`config.mk`:
```
export PLATFORM = sky130hd
export DESIGN_NAME = uart_tx_cfg
export DESIGN_NICKNAME = d
export VERILOG_FILES = /design/src/rtl/uart_pkg.sv /design/src/rtl/uart_tx_fifo.sv /design/src/rtl/uart_tx_cfg.sv
export SDC_FILE = /design/constraint.sdc
export NUM_CORES = 1
export LEC_CHECK = 0
export BUFFER_PORTS_ARGS = -buffer_cell sky130_fd_sc_hd__buf_2
export CELL_PAD_IN_SITES_DETAIL_PLACEMENT = 1
export CELL_PAD_IN_SITES_GLOBAL_PLACEMENT = 1
export CORE_ASPECT_RATIO = 1.2
export CORE_UTILIZATION = 50
export CTS_CLUSTER_SIZE = 16
export DETAILED_ROUTE_END_ITERATION = 12
export PLACE_DENSITY = 0.88
export SLEW_MARGIN = 5
export SYNTH_ARGS = -nofsm -noshare
export SYNTH_HDL_FRONTEND = slang
export SYNTH_HIERARCHICAL = 1
export SYNTH_SLANG_ARGS = --single-unit
```
`constraint.sdc`:
```
create_clock -name clk -period 3 [get_ports clk]
set_clock_uncertainty 0.1 [all_clocks]
set_input_delay 0.6 -clock clk [delete_from_list [all_inputs] [get_ports clk]]
set_output_delay 0.6 -clock clk [all_outputs]
set_load 0.02 [all_outputs]
```
`src/rtl/uart_pkg.sv`:
```
// Shared state encoding, parity modes and width helper for the configurable UART transmitter.
package uart_pkg;

    typedef enum logic [2:0] {
        ST_IDLE   = 3'd0,
        ST_WAIT   = 3'd1,
        ST_START  = 3'd2,
        ST_DATA   = 3'd3,
        ST_PARITY = 3'd4,
        ST_STOP   = 3'd5,
        ST_BREAK  = 3'd6
    } state_t;

    typedef enum logic {
        PAR_EVEN = 1'b0,
        PAR_ODD  = 1'b1
    } parity_t;

    // Counter width able to index 0..n-1, never narrower than one bit.
    function automatic int cnt_w(input int n);
        return (n > 1) ? $clog2(n) : 1;
    endfunction

endpackage

```
`src/rtl/uart_tx_fifo.sv`:
```
// Synchronous FIFO buffering producer words ahead of the UART serialiser.
// Count-based registered full/empty flags; DEPTH must be a power of two.
module uart_tx_fifo
    import uart_pkg::*;
#(
    parameter int WIDTH = 8,
    parameter int DEPTH = 4
) (
    input  logic             clk,
    input  logic             rst_n,
    input  logic             push,
    input  logic [WIDTH-1:0] wdata,
    input  logic             pop,
    output logic [WIDTH-1:0] rdata,
    output logic             full,
    output logic             empty
);
    localparam int AW = cnt_w(DEPTH);

    logic [WIDTH-1:0] mem [DEPTH];
    logic [AW-1:0]    wr_ptr, rd_ptr;
    logic [AW:0]      count, count_d;
    logic             do_push, do_pop;

    assign do_push = push && !full;
    assign do_pop  = pop && !empty;
    assign rdata   = mem[rd_ptr];

    always_comb begin
        count_d = count;
        if (do_push && !do_pop)
            count_d = count + (AW+1)'(1);
        else if (do_pop && !do_push)
            count_d = count - (AW+1)'(1);
    end

    // NOTE: storage is deliberately not reset; the empty flag keeps stale entries from being used.
    always_ff @(posedge clk) begin
        if (do_push)
            mem[wr_ptr] <= wdata;
    end

    // NOTE: sequential state uses non-blocking assignments so every register samples pre-edge values.
    always_ff @(posedge clk or negedge rst_n) begin
        if (!rst_n) begin
            wr_ptr <= '0;
            rd_ptr <= '0;
            count  <= '0;
            full   <= 1'b0;
            empty  <= 1'b1;
        end else begin
            if (do_push) wr_ptr <= wr_ptr + AW'(1);
            if (do_pop)  rd_ptr <= rd_ptr + AW'(1);
            count <= count_d;
            full  <= (count_d == (AW+1)'(DEPTH));
            empty <= (count_d == '0);
        end
    end

endmodule

```
`src/rtl/uart_tx_cfg.sv`:
```
// Configurable UART transmitter: FIFO-buffered, LSB-first, runtime parity and stop-bit selection.
// Break generation (brk port, BREAK state) is built only when UART_TX_BREAK_EN is defined.
module uart_tx_cfg
    import uart_pkg::*;
#(
    parameter int DATA_BITS  = 8,
    parameter int OVERSAMPLE = 16,
    parameter int FIFO_DEPTH = 4
) (
    input  logic                 clk,
    input  logic                 rst_n,
    input  logic                 b_tick,
    input  logic                 tx_valid,
    input  logic [DATA_BITS-1:0] tx_data,
    output logic                 tx_ready,
    input  logic                 parity_en,
    input  logic                 parity_odd,
    input  logic                 two_stop,
`ifdef UART_TX_BREAK_EN
    input  logic                 brk,
`endif
    output logic                 tx,
    output logic                 tx_busy,
    output logic                 fifo_empty
);
    localparam int TICK_W = cnt_w(OVERSAMPLE);
    localparam int BIT_W  = cnt_w(DATA_BITS + 4);
`ifdef UART_TX_BREAK_EN
    localparam int BRK_MAX = DATA_BITS + 3;
`endif

    state_t               state, state_d;
    logic [TICK_W-1:0]    tick_cnt, tick_d;
    logic [BIT_W-1:0]     bit_cnt, bit_d;
    logic [DATA_BITS-1:0] shift, shift_d, fifo_rdata;
    logic                 par_bit, par_d, par_en_q, par_en_d, two_stop_q, two_stop_d;
    logic                 stop_cnt, stop_cnt_d, tx_d;
    logic                 fifo_pop, fifo_full, bit_end, load;

    uart_tx_fifo #(.WIDTH(DATA_BITS), .DEPTH(FIFO_DEPTH)) u_fifo (
        .clk   (clk),
        .rst_n (rst_n),
        .push  (tx_valid),
        .wdata (tx_data),
        .pop   (fifo_pop),
        .rdata (fifo_rdata),
        .full  (fifo_full),
        .empty (fifo_empty)
    );

    assign tx_ready = !fifo_full;
    assign tx_busy  = (state != ST_IDLE);
    assign bit_end  = b_tick && (tick_cnt == TICK_W'(OVERSAMPLE - 1));

    // NOTE: every always_comb output gets a default first so no path can infer a latch.
    always_comb begin
        state_d    = state;
        tick_d     = tick_cnt;
        bit_d      = bit_cnt;
        shift_d    = shift;
        par_d      = par_bit;
        par_en_d   = par_en_q;
        two_stop_d = two_stop_q;
        stop_cnt_d = (state == ST_STOP) ? stop_cnt : 1'b0;
        load       = 1'b0;
        if (b_tick)
            tick_d = bit_end ? '0 : tick_cnt + TICK_W'(1);

        unique case (state)
            ST_IDLE: begin
                tick_d = '0;
`ifdef UART_TX_BREAK_EN
                if (brk) begin
                    state_d    = ST_BREAK;
                    bit_d      = '0;
                    par_en_d   = parity_en;
                    two_stop_d = 1'b0;
                end else
`endif
                if (!fifo_empty)
                    load = 1'b1;
            end
            ST_WAIT: begin
                tick_d = '0;
                if (b_tick) state_d = ST_START;
            end
            ST_START: begin
                if (bit_end) begin
                    state_d = ST_DATA;
                    bit_d   = '0;
                end
            end
            ST_DATA: begin
                if (bit_end) begin
                    shift_d = shift >> 1;
                    if (bit_cnt == BIT_W'(DATA_BITS - 1))
                        state_d = par_en_q ? ST_PARITY : ST_STOP;
                    else
                        bit_d = bit_cnt + BIT_W'(1);
                end
            end
            ST_PARITY: begin
                if (bit_end) state_d = ST_STOP;
            end
            ST_STOP: begin
                if (bit_end) begin
                    if (two_stop_q && !stop_cnt)
                        stop_cnt_d = 1'b1;
                    else if (!fifo_empty)
                        load = 1'b1;
                    else
                        state_d = ST_IDLE;
                end
            end
`ifdef UART_TX_BREAK_EN
            ST_BREAK: begin
                // bit_cnt counts completed break bit times, saturating once the minimum is met.
                if (bit_end) begin
                    if (int'(bit_cnt) < BRK_MAX)
                        bit_d = bit_cnt + BIT_W'(1);
                    if (!brk && (int'(bit_cnt) + 1 >= DATA_BITS + 2 + int'(par_en_q)))
                        state_d = ST_STOP;
                end
            end
`endif
            default: state_d = ST_IDLE;
        endcase

        // Pop and latch the frame configuration; later config changes wait for the next frame.
        if (load) begin
            state_d    = ST_WAIT;
            shift_d    = fifo_rdata;
            par_d      = (parity_t'(parity_odd) == PAR_ODD) ? ~^fifo_rdata : ^fifo_rdata;
            par_en_d   = parity_en;
            two_stop_d = two_stop;
            stop_cnt_d = 1'b0;
        end
        fifo_pop = load;

        unique case (state_d)
            ST_START, ST_BREAK: tx_d = 1'b0;
            ST_DATA:            tx_d = shift_d[0];
            ST_PARITY:          tx_d = par_d;
            default:            tx_d = 1'b1;
        endcase
    end

    always_ff @(posedge clk or negedge rst_n) begin
        if (!rst_n)
            state <= ST_IDLE;
        else
            state <= state_d;
    end

    always_ff @(posedge clk or negedge rst_n) begin
        if (!rst_n) begin
            tick_cnt   <= '0;
            bit_cnt    <= '0;
            shift      <= '0;
            par_bit    <= 1'b0;
            par_en_q   <= 1'b0;
            two_stop_q <= 1'b0;
            stop_cnt   <= 1'b0;
            tx         <= 1'b1;
        end else begin
            tick_cnt   <= tick_d;
            bit_cnt    <= bit_d;
            shift      <= shift_d;
            par_bit    <= par_d;
            par_en_q   <= par_en_d;
            two_stop_q <= two_stop_d;
            stop_cnt   <= stop_cnt_d;
            tx         <= tx_d;
        end
    end

endmodule
```
-- Yosys cells after proc, flatten, opt, wreduce, memory -nomap -nowiden
Memories as Yosys holds them, arrays and structs flattened.
Cells that the tools add are included.
Widths: inputs -> output; s select.
- add/sub/neg operators: 6
- equal/unequal tests: 15
- mux-type cells: 37
- reduce and logical (&&, ||, !) cells: 24
- operators by type and width (kind ; count):
    $mux 3 ; 11
    $mux 4 ; 6
    $mux 8 ; 3
    $pmux 3 s6 ; 1
    $eq 3x3->1 const B ; 5
    $mux 1 ; 13
    $eq 3x2->1 const B ; 4
    $add 4x1->4 const B ; 2
    $pmux 4 s2 ; 1
    $reduce_bool 2->1 ; 4
    $reduce_xnor 8->1 ; 1
    $reduce_xor 8->1 ; 1
    $logic_and 1x1->1 ; 6
    $logic_not 3->1 ; 2
    $ne 2x2->1 const B ; 3
    $logic_not 1->1 ; 5
    $add 2x1->2 const B ; 2
    $eq 4x3->1 const B ; 1
    $eq 4x4->1 const B ; 1
    $reduce_and 4->1 ; 1
    $reduce_or 2->1 ; 2
    $add 3x1->3 const B ; 1
    $eq 3x1->1 const B ; 1
    $pmux 1 s3 ; 1
    4 further kinds ; 4
- register bits after elaboration: 33
- RAM bits: 32
- input bits: 15
- output and inout port bits: 4
- memories: 1
- memories (name ; words ; bits a word ; rd ports ; clocked after Yosys merged registers in ; write ports ; line ; RTL):
    u_fifo.mem ; 4 ; 8 ; 1 ; 0 ; 1 ; uart_tx_fifo.sv:20 ; logic [WIDTH-1:0] mem [DEPTH];

-- Longest topological paths before layout
Gate-level depths: netlist of the first run.
- word-level depth: 10
- mapped depth: 11

-- By module
The synthesis of the first run kept the hierarchy.
- by module, submodules not included (module ; instances ; cells an instance ; area an instance (µm²) ; sequential area each (µm²)):
    uart_tx_fifo ; 1 ; 97 ; 1720.4 ; 1187.4
    uart_tx_cfg ; 1 ; 127 ; 1298.7 ; 601.8

-- Worst setup path before layout of the first run
No wires, ideal clock.
- path kind: input -> register
- start point: input b_tick
- end point: register u_fifo.empty
- library setup time: 0.077 ns
- data arrival time: 2.323 ns
- slack: 0.500 ns
- cell stages on the path: 11
- cell sequence: buf_4 -> and4_1 -> buf_4 -> nand4_1 -> o21a_1 -> nor3_4 -> buf_6 -> and2b_4 -> xnor2_2 -> a221oi_2 -> o21ba_1
- word-level cells in the longest chain between the ends: 8
- elaborated cells on any way between the ends: 10
- those cells by class: 4 x mux; 6 x reduce/logical
- ends and longest elaborated chain (item ; line ; RTL):
    start: declaration ; uart_tx_cfg.sv:12 ; input logic b_tick,
    $logic_and 1x1->1 * ; uart_tx_cfg.sv:53 ; assign bit_end = b_tick && (tick_cnt == TICK_W'(OVERSAMPLE - 1));
    $mux 1 * ; uart_tx_cfg.sv:106 ; if (bit_end) begin
    $pmux 1 s2 * ; uart_tx_cfg.sv:69 ; unique case (state)
    named net fifo_pop ; uart_tx_cfg.sv:38 ; logic fifo_pop, fifo_full, bit_end, load;
    $logic_and 1x1->1 * ; uart_tx_fifo.sv:26 ; assign do_pop = pop && !empty;
    $logic_and 1x1->1 / $logic_not 1->1 (equally long branches) ; uart_tx_fifo.sv:33, uart_tx_fifo.sv:31 ;
    $mux 3 / $logic_and 1x1->1 (equally long branches) ; uart_tx_fifo.sv:33, uart_tx_fifo.sv:31 ;
    $mux 3 * ; uart_tx_fifo.sv:31 ; if (do_push && !do_pop)
    $logic_not 3->1 * ; uart_tx_fifo.sv:56 ; empty <= (count_d == '0);
    end signal: assignment ; uart_tx_fifo.sv:56 ;
    end: declaration ; uart_tx_fifo.sv:16 ; output logic empty
Mark *: on every way through the listed nets, which the timed path passes. The rest lies on a longest branch.
A chain may end at the register's enable or synchronous reset.

-- Worst setup path after layout of the first run
- start point: register tick_cnt[0]
- end point: register u_fifo.empty
- word-level cells in the longest chain between the ends: 9
- elaborated cells on any way between the ends: 11
- those cells by class: 1 x eq/ne; 4 x mux; 6 x reduce/logical
- ends and longest elaborated chain (item ; line ; RTL):
    start: declaration ; uart_tx_cfg.sv:33 ; logic [TICK_W-1:0] tick_cnt, tick_d;
    start signal: assignment ; uart_tx_cfg.sv:166 ; tick_cnt <= tick_d;
    $eq 4x4->1 * ; uart_tx_cfg.sv:53 ;
    $logic_and 1x1->1 * ; uart_tx_cfg.sv:53 ;
    $mux 1 * ; uart_tx_cfg.sv:106 ;
    $pmux 1 s2 * ; uart_tx_cfg.sv:69 ;
    $logic_and 1x1->1 * ; uart_tx_fifo.sv:26 ;
    $logic_and 1x1->1 / $logic_not 1->1 (equally long branches) ; uart_tx_fifo.sv:33, uart_tx_fifo.sv:31 ;
    $mux 3 / $logic_and 1x1->1 (equally long branches) ; uart_tx_fifo.sv:33, uart_tx_fifo.sv:31 ;
    $mux 3 * ; uart_tx_fifo.sv:31 ;
    $logic_not 3->1 * ; uart_tx_fifo.sv:56 ;
Mark *: on every way between the ends. The rest lies on a longest branch, timed or not.

==> metrics.txt, run 1 <==
status completed; CP max FO 6; routed vias 1,845; Worst Path Required 3.18 ns; cell family with most CP delay simple AND/OR/NAND/NOR gates; postcts setup bufs 0; worst path cell trace ha_1, and4_1, nand4_1, o21a_1, nor3_4, and2b_4, xnor2_2, a221oi_2, o21ba_1; routability cong. 0.7460; GRT Util Overall 22.59%; Peak VDD IR 0.0005096 V; Worst Path Buf+Inv 0; post-CTS resize count 0; Final Hold Vio Count 0; mux contribution to synthesized area 7.791%; Max Cap Violations 0; complex-gate fraction of the synthesized area 9.697%; Cell Area, Placed 3172 um^2; antenna violations before repair 0; FP Rows 30; clock sinks 65; met3 wire length 209 um; first-pass GRT wire length 10,180 um; die height 87.12 um; DRT met1 WL 2332 um; synthesized-area fraction occupied by adder cells 3.315%; critical setup path kind reg2reg; Post-DRT Antenna Nets 0; core area 5743 um^2; CP Data Arrival Time 2.51 ns; Fillers 593; relative slew slack 49.42%; initial core utilization 52.57%; ys flop type edfxtp_1; Max Clock Freq 429.0 MHz; Clk Latency, worst-skew pair 0.35 ns; setup TNS 0 ns; CTS tree yes; DR DRC count 0; syn_area_per_cell 13.48 um^2; drt pass-1 iters 6; worst-margin pin slew 0.7587 ns; Crit-path slowest cell dfrtp_1; Worst setup SP type flip-flop; Mapped Cells 224; layout cells sized above 1 21.43%; Final min period 2.331 ns; drt total wl 6014 um; leakage power 0.001344 uW; PD cells 1023 nW/um^2; port buffer count 18; DR iter-0 viols 58; fin crit share 77.69%; Reg clk slew, reported paths 0.08 ns; P&R area growth vs syn 10.86%; routed len/inst 18.11 um; Post-synth ARST share 50.77%; number of vias per cell 5.557; Design Area, Final 3347 um^2; cts-stage hold buffer count 0; Reg2Reg Depth 9; maximum clock path buffer count 2; EDFF count, synth 32; Seq cells post-synth 65; Synth Net Count 247; mapped cell area 3019 um^2; Setup Viol. Count Final 0; clock root cell clkbuf_8; CP Capture Type flip-flop; WP depth 9; gr ovfl total 0; met2 wire len 3369 um; Nets 270; Die ar. 6354 um^2; worst min path class in2async; Yosys warnings 6; DP Wirelength 4284 um; largest net degree at the start of global routing 34; RSZ-0062 raised after global routing false; die width 72.94 um; largest family of logic cells by synthesized area simple AND/OR/NAND/NOR gates; total CTS buffers 9; Slew Limit Fails 0; Synth Area in XOR/XNOR 4.600%; slowest cell delay on critical path 0.42 ns; simple-gate share of the synthesized area 12.10%; vias in the first global route 2,054; Ports 19; highest routing layer actually used met4; register area share after synthesis 59.26%; Tot Pwr 3425 uW; # diodes 0; post-synth cell types 53; H-tree Lvls 3
path summary, 6_finish.rpt:
| path | from | endpoint | slack, ns |
|---|---|---|---|
| min reg2reg | shift[5] | shift[5] | 0.39 |
| max reg2reg | tick_cnt[0] | u_fifo/empty | 0.67 |
| min | rst_n | tick_cnt[0] | 0.21 |
| max | tick_cnt[0] | u_fifo/empty | 0.67 |
| max in group asynchronous | rst_n | u_fifo/rd_ptr[1] | 2.10 |
| min in group clk | tx_data[2] | u_fifo/mem[2][2] | 0.36 |
kinds of logic after synthesis:
kind of cell             count (synthesis)
AO/OA/AOI/OAI                           40
XOR/XNOR                                15
adder cells (fa/ha/maj)                  8
buffers and inverters                   18
flip-flops                              65
multiplexers                            13
AND/OR/NAND/NOR                         65
power by group:
group          internal, uW  switching [uW]
Combinational           636             656
Clock                   305             362
Sequential             1210             254
sequential cells by signal, summed over array words and instances, names as in the netlist:
signal         cells
state              3
u_fifo/wr_ptr      2
par_en_q           1
u_fifo/full        1
two_stop_q         1
u_fifo/rd_ptr      2
tx                 1
par_bit            1
shift              8
stop_cnt           1
tick_cnt           4
bit_cnt            4
u_fifo/mem        32
u_fifo/count       3
u_fifo/empty       1
layout make-up:
class | count | area [um^2] | area share (%)
clock buffer | 9 | 123.9 | 3.701
clock inverter | 7 | 51.30 | 1.533
inverter | 8 | 30.03 | 0.8972
multi-input combinational | 141 | 1132 | 33.83
sequential | 65 | 1789 | 53.46
tap | 80 | 100.1 | 2.991
timing repair buffer | 22 | 120.1 | 3.589
metal layers:
layer | up-vias | GRT usage [%]
li1 | 871 | -
met1 | 925 | 24.65
met2 | 39 | 40.36
met3 | 10 | 6.944
met4 | 0 | 9.447
met5 | - | 0
layout by cell type, fill, tap and decap left out, types with 5 or more instances in the layout:
cell	count
nand3_1	7
a22o_1	7
xnor2_1	11
a21o_1	8
clkbuf_8	9
nor2_1	14
mux4_2	8
inv_1	8
ha_1	8
nor3_1	5
a21oi_1	7
edfxtp_1	32
dfrtp_1	31
buf_2	18
nand2_1	10
nand2b_1	6
metrics by stage:
| step | hold WS, ns | worst slack, ns | instances | util, % |
|---|---|---|---|---|
| after global routing | 0.2442 | 0.5358 | 332 | 58.28 |
| after CTS | 0.2292 | 0.6548 | 332 | 58.28 |
| after floorplan | 0.2044 | 0.4997 | 224 | - |
| after detailed placement | 0.3775 | 0.5666 | 316 | 55.23 |
| final | 0.2146 | 0.6692 | 332 | 58.28 |
| after global placement | 0.3602 | 0.6563 | 316 | 55.23 |
cell usage after synthesis, drive strengths merged (4+ instances only):
master	instances	share of area, %
mux4	8	6.0
a21o	8	2.0
edfxtp	32	32
a31oi	4	0.83
ha	8	3.3
and2	4	0.83
nor3	6	1.4
nand2	10	1.2
xnor2	12	3.7
dfrtp	31	26
buf	7	1.9
a22o	7	2.0
nand2b	6	1.2
a21oi	7	1.2
nor2	14	1.7
mux2	4	1.5
nand3	7	1.2
inv	8	0.99
Note: power is estimated with default switching activity, not from simulation.
==> run 2: changes to the inputs <==
CORE_UTILIZATION = 45   (was 50)
PLACE_DENSITY = 0.84   (was 0.88)
clock period = 2 ns   (was 3 ns; I/O delays follow)
==> run 2 against run 1 <==
Compared with the run above: the flow now finishes with violations (negative setup slack); hold slack worse by 0.18 ns; first-iteration DRC count rose by 97%; total power increased by 81%; clock-buffer cell count unchanged; register-to-register slack worse by 0.89 ns; sequential share of layout area decreased by 6.0 points; via count up 8.8%; final cell count grew 12%; critical endpoint is now u_fifo/full; largest cell class unchanged.
==> metrics.txt, run 2 (synthesized netlist as in run 1, its figures left out) <==
status finished, violations left; failing checks negative setup slack; vias in the first global route 2,195 (+6.9%); clock sinks 65 (unchanged); largest net degree at the start of global routing 34 (unchanged); post-layout util 58.60% (+0.32 points); # diodes 0 (unchanged); slowest cell delay on critical path 0.35 ns (-0.07 ns); most common cell after layout, fill and taps aside buf_4; Biggest register u_fifo/mem; R2R Setup Slk -0.22 ns (-0.89 ns); H-tree Lvls 3 (unchanged); Max Clock Freq 451.3 MHz (+5.2%); total CTS buffers 9 (unchanged); leakage power 0.001596 uW (+19%); routed len/inst 17.96 um (-0.83%); gr ovfl total 0 (unchanged); RSZ-0062 raised after global routing true; PD cells 1645 nW/um^2 (+61%); GRT Util Overall 20.71% (-1.9 points); Reg clk slew, reported paths 0.08 ns (about the same); top flop regs u_fifo/mem x32, shift x8; maximum clock path buffer count 2 (unchanged); relative slew slack 49.12% (-0.30 points); Fillers 621 (+4.7%); Nets 304 (+13%); die height 91.73 um (+5.3%); routability cong. 0.7387 (-0.98%); clock root cell clkbuf_8; core area 6446 um^2 (+12%); Final Hold Vio Count 0 (unchanged); final worst slack -0.2159 ns (-0.8851 ns); drt pass-1 iters 4 (-2); P&R area growth vs syn 25.11%; Die ar. 7043 um^2 (+11%); initial core utilization 46.84% (-5.7 points); Ports 19 (unchanged); CP max FO 4 (-2); Setup Viol. Count Final 7 (+7); max FFs per register 32 (unchanged); Peak VDD IR 0.001017 V (+99%); port buffer count 18 (unchanged); Slew Limit Fails 0 (unchanged); worst-margin pin slew 0.7632 ns (+0.004479 ns); Worst Hold Slack 0.03012 ns (-0.1845 ns); worst min path class in2async; Clk Latency, worst-skew pair 0.34 ns (about the same); commonest cells after routing, fill and taps aside buf_4 (35), edfxtp_1 (32), dfrtp_1 (29), buf_2 (17), nor2_1 (13); number of vias per cell 5.412 (-2.6%); cell family with most CP delay simple AND/OR/NAND/NOR gates; DP Wirelength 4405 um (+2.8%); Cell Area, Placed 3376 um^2 (+6.4%); DR DRC count 0 (unchanged); CP Data Arrival Time 2.37 ns (-0.14 ns); Worst Path Required 2.16 ns (-1.02 ns); Worst Path Buf+Inv 1 (+1); antenna violations before repair 0 (unchanged); critical setup path kind reg2reg; CTS tree yes; first-pass GRT wire length 10,930 um (+7.4%); Crit-path slowest cell dfrtp_1; fin crit share 110.8% (+33 points); Post-DRT Antenna Nets 0 (unchanged); die width 76.78 um (+5.3%); FP Rows 32 (+6.7%); CP Capture Type flip-flop; DR iter-0 viols 114 (+97%); Worst setup SP type flip-flop; Final min period 2.216 ns (-0.1149 ns); layout cells sized above 1 36.36% (+15 points); Design Area, Final 3777 um^2 (+13%); worst path cell trace ha_2, and4_4, nand4_1, o21a_1, nor3_4, nand2b_1, a21boi_0, nor3_1, buf_4, nor3_2; routed vias 2,008 (+8.8%); Max Cap Violations 0 (unchanged); drt total wl 6665 um (+11%); cts-stage hold buffer count 0 (unchanged)
run 2: changes by cell type in the layout (fill, tap and decap cells not counted), sizes merged:
cell      before  now
bufinv         0    3
buf           22   56
inv           11   10
clkinvlp       2    0
run 2: power breakdown:
part / internal, uW / switching, uW
sequential: 1820 / 320
combinational: 1440 / 1230
clock: 841 / 559
total: 4100 / 2110
run 2: what timing repair did:
item,CTS,global route
gates resized for setup,6,15
endpoints found under the setup margin,16,21
gates cloned,0,0
setup buffers,6,6
pin swaps,11,4
run 2: final timing paths:
kind,start,endpoint,depth (start not counted)
setup / recovery,tick_cnt[1],u_fifo/full,10
hold / removal,rst_n,shift[0],1
setup reg to reg,tick_cnt[1],u_fifo/full,10
hold reg to reg,shift[5],shift[5],1
max in group asynchronous,rst_n,state[0],1
min in group clk,tx_data[0],u_fifo/mem[3][0],1
run 2: layer usage:
metal | part of all wire [%] | global-route usage, %
met1 | 40 | 21.74
met2 | 57 | 40.18
met3 | 1.9 | 3.582
met4 | 1.2 | 8.173
met5 | 0 | 0
run 2: area by class of cell:
| type | instances | area [um^2] | share of cell area (%) |
|---|---|---|---|
| Clock buffer | 9 | 123.9 | 3.279 |
| Clock inverter | 7 | 125.1 | 3.312 |
| Inverter | 8 | 30.03 | 0.7950 |
| Multi-Input combinational cell | 141 | 1207 | 31.96 |
| Sequential cell | 65 | 1792 | 47.43 |
| Tap cell | 85 | 106.4 | 2.816 |
| Timing Repair Buffer | 56 | 392.9 | 10.40 |
run 2: through the flow:
| step | std cells | worst slack, ns | TNS (ns) | power (uW) |
|---|---|---|---|---|
| floorplan | 224 | -0.3621 | -1.541 | 3725 |
| global placement | 346 | -0.1319 | -0.4760 | 4340 |
| detailed placement | 346 | -0.1998 | -1.283 | 4477 |
| CTS | 367 | -0.2432 | -1.342 | 6015 |
| global route | 371 | -0.3667 | -2.280 | 6560 |
| finish | 371 | -0.2159 | -0.8813 | 6212 |
